--- config.mk ---
export PLATFORM = sky130hd
export DESIGN_NAME = scan_sequencer
export DESIGN_NICKNAME = d
export VERILOG_FILES = /design/src/rtl/scan_sequencer.sv
export SDC_FILE = /design/constraint.sdc
export NUM_CORES = 1
export LEC_CHECK = 0
export ABC_AREA = 0
export CAP_MARGIN = 20
export CORE_MARGIN = 8
export CORE_UTILIZATION = 51
export CTS_BUF_LIST = sky130_fd_sc_hd__clkbuf_8
export DETAILED_ROUTE_END_ITERATION = 8
export GPL_ROUTABILITY_DRIVEN = 0
export PLACE_DENSITY = 0.83
export SLEW_MARGIN = 10
export SYNTH_ARGS = -nofsm -noshare
export SYNTH_HDL_FRONTEND = slang
export SYNTH_SLANG_ARGS = --single-unit
export TNS_END_PERCENT = 10
--- constraint.sdc ---
create_clock -name clock -period 5.5 [get_ports clock]
set_input_delay 1.65 -clock clock [delete_from_list [all_inputs] [get_ports clock]]
set_output_delay 1.65 -clock clock [all_outputs]
set_load 0.05 [all_outputs]
--- src/rtl/scan_sequencer.sv ---
// Raster scan sequencer: steps the mux across an NX x NY grid, triggers one ADC
// conversion per point and hands each sample to the UART controller.
module scan_sequencer #(
    parameter int NX          = 32,
    parameter int NY          = 32,
    parameter int SETTLE      = 16,
    parameter int ADC_TIMEOUT = 1023
) (
    input  logic        clock,
    input  logic        reset,
    input  logic        scan_en,
    output logic [4:0]  mux_x,
    output logic [8:0]  mux_y,
    output logic        adc_start,
    input  logic        adc_valid,
    input  logic [23:0] adc_data,
    output logic [31:0] tx_data,
    output logic        tx_sync,
    output logic        tx_head,
    output logic        tx_tail,
    input  logic        tx_done,
    output logic [15:0] frame_count,
    output logic        busy,
    output logic        timeout_err
);

    typedef enum logic [2:0] {
        ST_IDLE,
        ST_SETTLE,
        ST_CONVERT,
        ST_WAIT_ADC,
        ST_SEND,
        ST_WAIT_TX,
        ST_ADVANCE
    } state_t;

    localparam logic [4:0]  X_LAST       = 5'(NX - 1);
    localparam logic [8:0]  Y_LAST       = 9'(NY - 1);
    localparam logic [7:0]  SETTLE_LAST  = 8'(SETTLE - 1);
    localparam logic [15:0] TIMEOUT_LAST = 16'(ADC_TIMEOUT - 1);

    state_t      state;
    logic [7:0]  settle_cnt;
    logic [15:0] wait_cnt;

    logic        x_wrap;
    logic        last_point;
    logic [4:0]  next_x;
    logic [8:0]  next_y;

    // NOTE: every signal driven here gets a value on every path, so no latch is inferred.
    always_comb begin
        x_wrap     = (mux_x == X_LAST);
        last_point = x_wrap && (mux_y == Y_LAST);
        next_x     = x_wrap ? 5'd0 : mux_x + 5'd1;
        next_y     = last_point ? 9'd0 : (x_wrap ? mux_y + 9'd1 : mux_y);
    end

    assign busy = (state != ST_IDLE);

    // NOTE: state and outputs are registers, so only non-blocking assignments appear below.
    always_ff @(posedge clock) begin
        if (reset) begin
            state       <= ST_IDLE;
            settle_cnt  <= 8'd0;
            wait_cnt    <= 16'd0;
            mux_x       <= 5'd0;
            mux_y       <= 9'd0;
            adc_start   <= 1'b0;
            tx_data     <= 32'd0;
            tx_sync     <= 1'b0;
            tx_head     <= 1'b0;
            tx_tail     <= 1'b0;
            frame_count <= 16'd0;
            timeout_err <= 1'b0;
        end else begin
            case (state)
                ST_IDLE: begin
                    if (scan_en) begin
                        state      <= ST_SETTLE;
                        settle_cnt <= 8'd0;
                        tx_head    <= (mux_x == 5'd0) && (mux_y == 9'd0);
                        tx_tail    <= (mux_x == X_LAST) && (mux_y == Y_LAST);
                    end
                end
                ST_SETTLE: begin
                    if (settle_cnt == SETTLE_LAST) begin
                        state     <= ST_CONVERT;
                        adc_start <= 1'b1;
                    end else begin
                        settle_cnt <= settle_cnt + 8'd1;
                    end
                end
                ST_CONVERT: begin
                    adc_start <= 1'b0;
                    wait_cnt  <= 16'd0;
                    state     <= ST_WAIT_ADC;
                end
                ST_WAIT_ADC: begin
                    // A sample arriving on the expiry cycle is still taken.
                    if (adc_valid) begin
                        tx_data <= {8'h00, adc_data};
                        tx_sync <= 1'b1;
                        state   <= ST_SEND;
                    end else if (wait_cnt == TIMEOUT_LAST) begin
                        timeout_err <= 1'b1;
                        tx_data     <= 32'd0;
                        tx_sync     <= 1'b1;
                        state       <= ST_SEND;
                    end else begin
                        wait_cnt <= wait_cnt + 16'd1;
                    end
                end
                ST_SEND: begin
                    tx_sync <= 1'b0;
                    state   <= ST_WAIT_TX;
                end
                ST_WAIT_TX: begin
                    if (tx_done) state <= ST_ADVANCE;
                end
                ST_ADVANCE: begin
                    mux_x      <= next_x;
                    mux_y      <= next_y;
                    tx_head    <= (next_x == 5'd0) && (next_y == 9'd0);
                    tx_tail    <= (next_x == X_LAST) && (next_y == Y_LAST);
                    settle_cnt <= 8'd0;
                    // Only the end of a frame may stop the scan.
                    if (last_point) begin
                        frame_count <= frame_count + 16'd1;
                        state       <= scan_en ? ST_SETTLE : ST_IDLE;
                    end else begin
                        state <= ST_SETTLE;
                    end
                end
                default: state <= ST_IDLE;
            endcase
        end
    end

endmodule

==> flow_summary.ini, run 1 <==
[timing]
worst_pin_slew_ns = 0.8260
relSlewSlack_pct = 44.93
min_period_ns = 3.983
rsz0062_at_grt = false
worst_slack_ns = 1.517
fin_crit_sh_pct = 72.41
setup-tns-final_ns = 0
finalSetupViolations = 0
timing.fmax_ghz = 0.2511
clock_skew_ns = 0.01235
hold_viol = 0
drv_slew = 0

[yosys]
synth_area_sq_mm = 0.004373
synth_cell_types = 74
synthTopCellsByCount = dfxtp_1 (86), nor2_1 (50), nand2_1 (46)
ys_warn_count = 0
synth_edf_count = 0
synth.area.top_cells = dfxtp_1 (39%), a22o_1 (4.8%), nor2_1 (4.3%)
synth.largest_area_cell = dfxtp_1
yosysMostFrequentCell = dfxtp_1
synth_top_area_share_pct = 39.37
synthCells = 484
synth_area_per_cell_sq_um = 9.035
synthArstFlopShare_pct = 0
synthFlopType = dfxtp_1
synth_seq_cells = 86
ys_seq_area_share_pct = 39.37

[cts]
postCtsSetupRepairBufs = 0
numCtsBuffers = 9
cts_max_level = 3
cts.sinks = 86
cts_tree = built
cts-root-buf = clkbuf_8
clk_latency_ns = 0.36
clk_pin_slew_ns = 0.09
clockBufferDepth = 2
ctsResizeCount = 0
postCtsHoldBufs = 0

[hold_path]
hold_class = reg2reg

[worst_setup_path]
cp_max_fo = 19
crit_arrival_ns = 2.33
cp.required_ns = 3.85
start_kind = flip-flop
critPathCaptureType = primary output
path_class = reg2out

[grt]
antenna_found_initial = 0
grt_pass1_vias = 3672
overflow = 0
grt.total_usage_pct = 18.03
grt_max_degree = 32
grt_pass1_wl_microns = 17640

[final_layout]
antennaDiodeCount = 0
drive_gt1_share_pct = 8.378
layout.cells.non_filler = 666
final_nets = 594
syn_to_final_growth_pct = 24.15

[power]
peakVddDrop_mv = 0.1733
p_per_area_mw_per_mm2 = 238.0
p_total_mw = 1.292
power_leakage_nw = 1.869

[routing]
vias = 3811
drc = 0
routed_wl_microns = 10690
wl_per_cell_microns = 16.05
drt_iter0_drc = 262
postRouteAntennaNets = 0
firstDrtPassIters = 4
viasPerCell = 5.722

[flow_run]
max_cap_violations = 0

[placed_design]
post-place-ws_ns = 1.868
io_buffer_count = 88
dp_hpwl_microns = 7910
dp.cells = 650

[floorplanning]
coreArea_sq_mm = 0.008258
die_x_microns = 108.6
ioPinCount = 97
initial_core_util_pct = 52.95
fp-row-count = 33
die-area_sq_mm = 0.01179
fp.dieH_microns = 108.6

[outcome]
status = finished clean
==> flip-flops by register name (all words and copies together), names as in the netlist <==
register,flops
tx_data,24
adc_start,1
settle_cnt,8
state,3
mux_x,5
tx_sync,1
mux_y,9
tx_head,1
frame_count,16
tx_tail,1
timeout_err,1
wait_cnt,16
==> cells by family after synthesis <==
logic type / count (synthesis) / share of synthesized area, %
other: 1 / 0.08575
AND/OR/NAND/NOR: 205 / 26.50
AO/OA/AOI/OAI: 94 / 16.94
XOR/XNOR: 33 / 6.610
adder cells (fa/ha/maj): 9 / 2.575
multiplexers: 7 / 1.631
buffers and inverters: 49 / 6.295
flip-flops: 86 / 39.37
==> worst max-delay path, stage by stage (launching register included) <==
cell             delay, ns
dfxtp_1               0.80
inv_2                 0.18
nand2_1               0.17
clkdlybuf4s50_1       0.83
==> metal layers <==
layer / track usage, % / wire, microns / share of wire (%)
met1: 22.55 / 4730 / 44
met2: 30.03 / 5324 / 50
met3: 3.153 / 465 / 4.3
met4: 7.331 / 169 / 1.6
met5: 0 / 0 / 0
==> power by group <==
part / internal (mW) / total (mW) / switching, mW / leakage (nW)
clock: 0.263 / 0.505 / 0.242 / 0.112
combinational: 0.0499 / 0.141 / 0.0914 / 1.06
sequential: 0.631 / 0.646 / 0.0150 / 0.694
total: 0.944 / 1.29 / 0.348 / 1.87
==> cell usage in the layout (no fill, tap or decap), drive strengths merged, types with 11 or more instances in the layout <==
| master | count |
|---|---|
| nor2 | 51 |
| clkdlybuf4s50 | 88 |
| o21ai | 11 |
| nor4 | 15 |
| dfxtp | 86 |
| xor2 | 13 |
| a22o | 24 |
| inv | 16 |
| a21oi | 20 |
| nand3 | 22 |
| xnor2 | 20 |
| nand2 | 47 |
| nand4 | 14 |
| nor3 | 12 |
==> final cells by class <==
class                           instances  area (sq um)
Tap cell                              105         131.4
Sequential cell                        86          1722
Clock buffer                            9         123.9
Fill cell                             672          2829
Multi-Input combinational cell        356          2402
Clock inverter                          7         105.1
Inverter                               13         48.80
Timing Repair Buffer                   90         895.9
==> stage by stage <==
stage                     hold WS [ns]  area (sq um)  util [%]
after CTS                       0.4869          5429     65.74
final                           0.4818          5429     65.74
after detailed placement        0.4627          5200     62.97
after global placement          0.4597          5200     62.97
after global routing            0.4970          5429     65.74
after floorplan                 0.4588          4399         -
==> worst paths after layout <==
check,depth (start not counted),startpoint,slack [ns],endpoint
worst max register to register,8,mux_x[0],2.74,tx_head
worst min register to register,1,tx_data[7],0.48,tx_data[7]
worst min-delay path,1,tx_data[7],0.48,tx_data[7]
worst max-delay path,3,state[0],1.52,busy
No activity file was read; power rests on OpenSTA's default activity.
==> run 2: changes to the inputs <==
- clock period: 5.5 -> 3.75 ns (I/O delays scaled with it)
==> run 2 against run 1 <==
  * Sequential cell count unchanged
  * Combinational power is 57% higher
  * Highest routed layer unchanged
  * Sequential share of layout area barely moved
==> flow_summary.ini, run 2 (synthesized netlist as in run 1, its figures left out) <==
[timing]
fin_crit_sh_pct = 82.02
hold_viol = 0
drv_slew = 0
rsz0062_at_grt = false
worst_pin_slew_ns = 0.7968
timing.fmax_ghz = 0.3251
setup-tns-final_ns = 0
clock_skew_ns = 0.01817
relSlewSlack_pct = 46.77
min_period_ns = 3.076
finalSetupViolations = 0
whs_ns = 0.4868

[routing]
wl_per_cell_microns = 15.92
viasPerCell = 5.756
firstDrtPassIters = 5
drc = 0
drt_iter0_drc = 249
routed_wl_microns = 10650
vias = 3851
postRouteAntennaNets = 0

[grt]
grt.total_usage_pct = 18.23
grt_pass1_wl_microns = 17630
overflow = 0
grt_pass1_vias = 3772
antenna_found_initial = 0
grt_max_degree = 30

[cts]
clockBufferDepth = 2
cts_max_level = 3
clk_latency_ns = 0.37
ctsResizeCount = 0
numCtsBuffers = 9
cts_tree = built
clk_pin_slew_ns = 0.09
cts.sinks = 86
postCtsSetupRepairBufs = 0
postCtsHoldBufs = 0
cts-root-buf = clkbuf_8

[flow_run]
max_cap_violations = 0

[floorplanning]
die-area_sq_mm = 0.01179
die_x_microns = 108.6
ioPinCount = 97
fp.dieH_microns = 108.6
initial_core_util_pct = 52.95
fp-row-count = 33
coreArea_sq_mm = 0.008258

[final_layout]
final_area_sq_mm = 0.005421
final_cell_mix = clkdlybuf4s50_1 (88), dfxtp_1 (86), nor2_1 (50)
antennaDiodeCount = 0
final_nets = 597
drive_gt1_share_pct = 8.865
largest-register = tx_data
reg_top3 = tx_data: 24 flops, frame_count: 16 flops, wait_cnt: 16 flops
fillerInstances = 696
syn_to_final_growth_pct = 23.98
final_common_cell = clkdlybuf4s50_1
largest_register_ffs = 24

[power]
power_leakage_nw = 1.870
p_per_area_mw_per_mm2 = 331.9
peakVddDrop_mv = 0.3127

[worst_setup_path]
critPathCaptureType = primary output
path_class = reg2out
cp.required_ns = 2.62
cp_max_fo = 10
crit_arrival_ns = 1.95
start_kind = flip-flop

[outcome]
status = finished clean

[hold_path]
hold_class = reg2reg

[placed_design]
io_buffer_count = 88
dpl_cell_area_sq_mm = 0.005223
dp_hpwl_microns = 7817
==> run 2: routing by layer <==
| layer | share of wire (%) | routed length (microns) | GRT usage [%] |
|---|---|---|---|
| met5 | 0 | 0 | 0 |
| met4 | 1.4 | 151 | 6.158 |
| met3 | 6.4 | 680 | 4.105 |
| met2 | 50 | 5332 | 30.95 |
| met1 | 42 | 4489 | 22.23 |
==> run 2: critical path, stage by stage (launching register included) <==
cell	delay [ns]
dfxtp_1	0.51
nor2_2	0.13
nand2_1	0.14
clkdlybuf4s50_1	0.82
==> run 2: path summary, 6_finish.rpt <==
| kind | start | end | slack (ns) | depth (start not counted) |
|---|---|---|---|---|
| setup / recovery | state[1] | busy | 0.67 | 3 |
| hold / removal | tx_data[13] | tx_data[13] | 0.49 | 1 |
| setup reg to reg | mux_x[0] | frame_count[15] | 1.00 | 8 |
| hold reg to reg | tx_data[13] | tx_data[13] | 0.49 | 1 |
==> run 2: where the power goes <==
group          internal (mW)  switching [mW]
sequential             0.926          0.0127
clock                  0.262           0.378
combinational         0.0773           0.144
total                   1.27           0.534
==> run 2: cell type report <==
type | instances | area [sq um] | area share [%]
Clock buffer | 9 | 123.9 | 2.285
Clock inverter | 7 | 75.07 | 1.385
Inverter | 13 | 48.80 | 0.9001
Timing Repair Buffer | 93 | 918.4 | 16.94
Multi-Input combinational cell | 356 | 2402 | 44.31
Tap cell | 105 | 131.4 | 2.423
Sequential cell | 86 | 1722 | 31.76
==> run 2: through the flow <==
stage                     setup WS (ns)  instances  utilization [%]  power [mW]
after global routing             0.5960        669            65.65       1.879
after global placement           0.9834        653            63.24       1.176
final                            0.6742        669            65.65       1.799
after detailed placement         0.9058        653            63.24       1.180
after CTS                        0.6774        669            65.65       1.820
after floorplan                   1.318        491                -       1.125
==> run 3: changes to the inputs <==
- CORE_UTILIZATION: 51 -> 47
- PLACE_DENSITY: 0.83 -> 0.8
- clock period: 3.75 -> 2.64 ns (I/O delays scaled with it)
==> run 3 against run 2 <==
  * Clock power increased by 64%
  * First-iteration DRC count increased by 37%
  * Highest routed layer unchanged
  * Critical path depth decreased by 2
  * Die area increased by 7.2%
  * Sequential cell count unchanged
==> flow_summary.ini, run 3 (synthesized netlist as in run 1, its figures left out) <==
[worst_setup_path]
cp.required_ns = 1.85
slowest_delay_ns = 0.88
crit_arrival_ns = 1.77
crit_family = buffers and inverters
critical_path.cell_chain = clkdlybuf4s50_1
cp_slowest_cell = clkdlybuf4s50_1
start_kind = flip-flop
path_buf_inv = 1
critPathCaptureType = primary output
cp_max_fo = 11
path_class = reg2out

[outcome]
status = finished clean

[grt]
grt_pass1_vias = 3578
grt_use_met3_pct = 3.704
antenna_found_initial = 0
grtUsageMet1_pct = 20.30
grt.met2_usage_pct = 26.94
grt_max_degree = 33
overflow = 0
grt-busiest-layer = met2
grt_pass1_wl_microns = 17310
grt.total_usage_pct = 16.39

[timing]
clock_skew_ns = 0.01166
finalSetupViolations = 0
relSlewSlack_pct = 56.17
rsz0062_at_grt = false
timing.fmax_ghz = 0.3908
fin_crit_sh_pct = 96.92
worst_pin_slew_ns = 0.6574
hold_viol = 0
setup-tns-final_ns = 0
whs_ns = 0.4831
min_period_ns = 2.559
drv_slew = 0

[floorplanning]
initial_core_util_pct = 47.78
coreArea_sq_mm = 0.009153
fp-row-count = 35
die_x_microns = 112.5
ioPinCount = 97
fp.dieH_microns = 112.5
die-area_sq_mm = 0.01265

[power]
sw_frac_of_total_pct = 26.83
power_leakage_nw = 1.918
pwr-share-seq_pct = 49.2
pwr-share-clk_pct = 38.9
p_int_mw = 1.983
p_per_area_mw_per_mm2 = 492.5
p_comb_share_pct = 11.9
power_switching_mw = 0.7268
peakVddDrop_mv = 0.3323

[cts]
clk_pin_slew_ns = 0.10
clockBufferDepth = 2
cts-root-buf = clkbuf_8
numCtsBuffers = 9
cts.sinks = 86
clk_latency_ns = 0.35
cts_max_level = 3
postCtsHoldBufs = 0
cts_tree = built

[routing]
postRouteAntennaNets = 0
viasPerCell = 5.678
drc = 0
wl_per_cell_microns = 15.14
routed_wl_microns = 10300
firstDrtPassIters = 6
vias = 3861
drt_iter0_drc = 341

[final_layout]
largest_register_ffs = 24
final_nets = 602
final_cell_mix = dfxtp_1 (86), clkdlybuf4s50_1 (86), nor2_1 (50)
reg_top3 = tx_data: 24 flops, frame_count: 16 flops, wait_cnt: 16 flops
drive_gt1_share_pct = 10.19
antennaDiodeCount = 0
largest-register = tx_data
syn_to_final_growth_pct = 25.81
fillerInstances = 754

[hold_path]
hold_class = reg2reg

[flow_run]
max_cap_violations = 0

[placed_design]
dp_hpwl_microns = 7607
io_buffer_count = 88
run 3: cell types whose count changed in the layout (fill, tap and decap cells not counted), moves of 2 or more:
cell and change:
buf_4 +5, inv_6 +3, bufinv_16 +2, clkdlybuf4s50_1 -2, clkinv_4 -2, inv_8 -2
run 3: path summary, 6_finish.rpt:
| check | slack [ns] | cells after the start | to | from |
|---|---|---|---|---|
| setup / recovery | 0.08 | 1 | mux_y[3] | mux_y[3] |
| hold / removal | 0.48 | 1 | tx_data[7] | tx_data[7] |
| hold reg to reg | 0.48 | 1 | tx_data[7] | tx_data[7] |
| setup reg to reg | 0.22 | 8 | frame_count[15] | mux_x[0] |
run 3: cell type report:
type / count / area (sq um) / area share (%)
multi-input cells: 356 / 2405 / 43.71
flip-flops and latches: 86 / 1722 / 31.29
repair buffers: 98 / 960.9 / 17.47
well taps: 111 / 138.9 / 2.524
clock buffers: 9 / 123.9 / 2.252
clock inverters: 7 / 102.6 / 1.865
inverters: 13 / 48.80 / 0.8870
run 3: metal layers:
layer  part of all wire (%)  up-vias
met5                      0        -
met4                    1.7        0
met3                    5.7       19
met2                     47      145
met1                     46     1815
li1                       -     1882
run 3: stage by stage:
stage	setup slack (ns)	power [mW]	utilization [%]	cells	instance area, sq um
6_report	0.08127	2.709	60.11	680	5502
4_1_cts	0.08309	2.740	60.08	680	5499
2_1_floorplan	0.2078	1.598	-	491	4399
3_5_place_dp	0.1734	1.686	57.61	664	5273
5_1_grt	0.01376	2.826	60.11	680	5502
3_3_place_gp	0.2377	1.680	57.61	664	5273
run 3: worst reg2reg max path: stages (launching register included):
cell     delay (ns)
dfxtp_1        0.46
ha_1           0.25
and3_1         0.18
ha_2           0.28
and4_1         0.32
nand3_2        0.25
nor4_2         0.33
nor3b_1        0.09
a21o_1         0.16
run 3: power groups by stage:
stage          combinational, mW  sequential, mW  clock [mW]
2_1_floorplan              0.207            1.39           0
3_3_place_gp               0.318            1.36           0
3_5_place_dp               0.322            1.36           0
4_1_cts                    0.324            1.33        1.08
5_1_grt                    0.347            1.34        1.14
6_report                   0.322            1.33        1.05
run 3: repair_timing:
item / 4_1_cts / 5_1_grt
hold endpoints to repair: 0 / 0
resized for setup: 0 / 1
endpoints found under the setup margin: 0 / 2
buffers inserted: 0 / 0
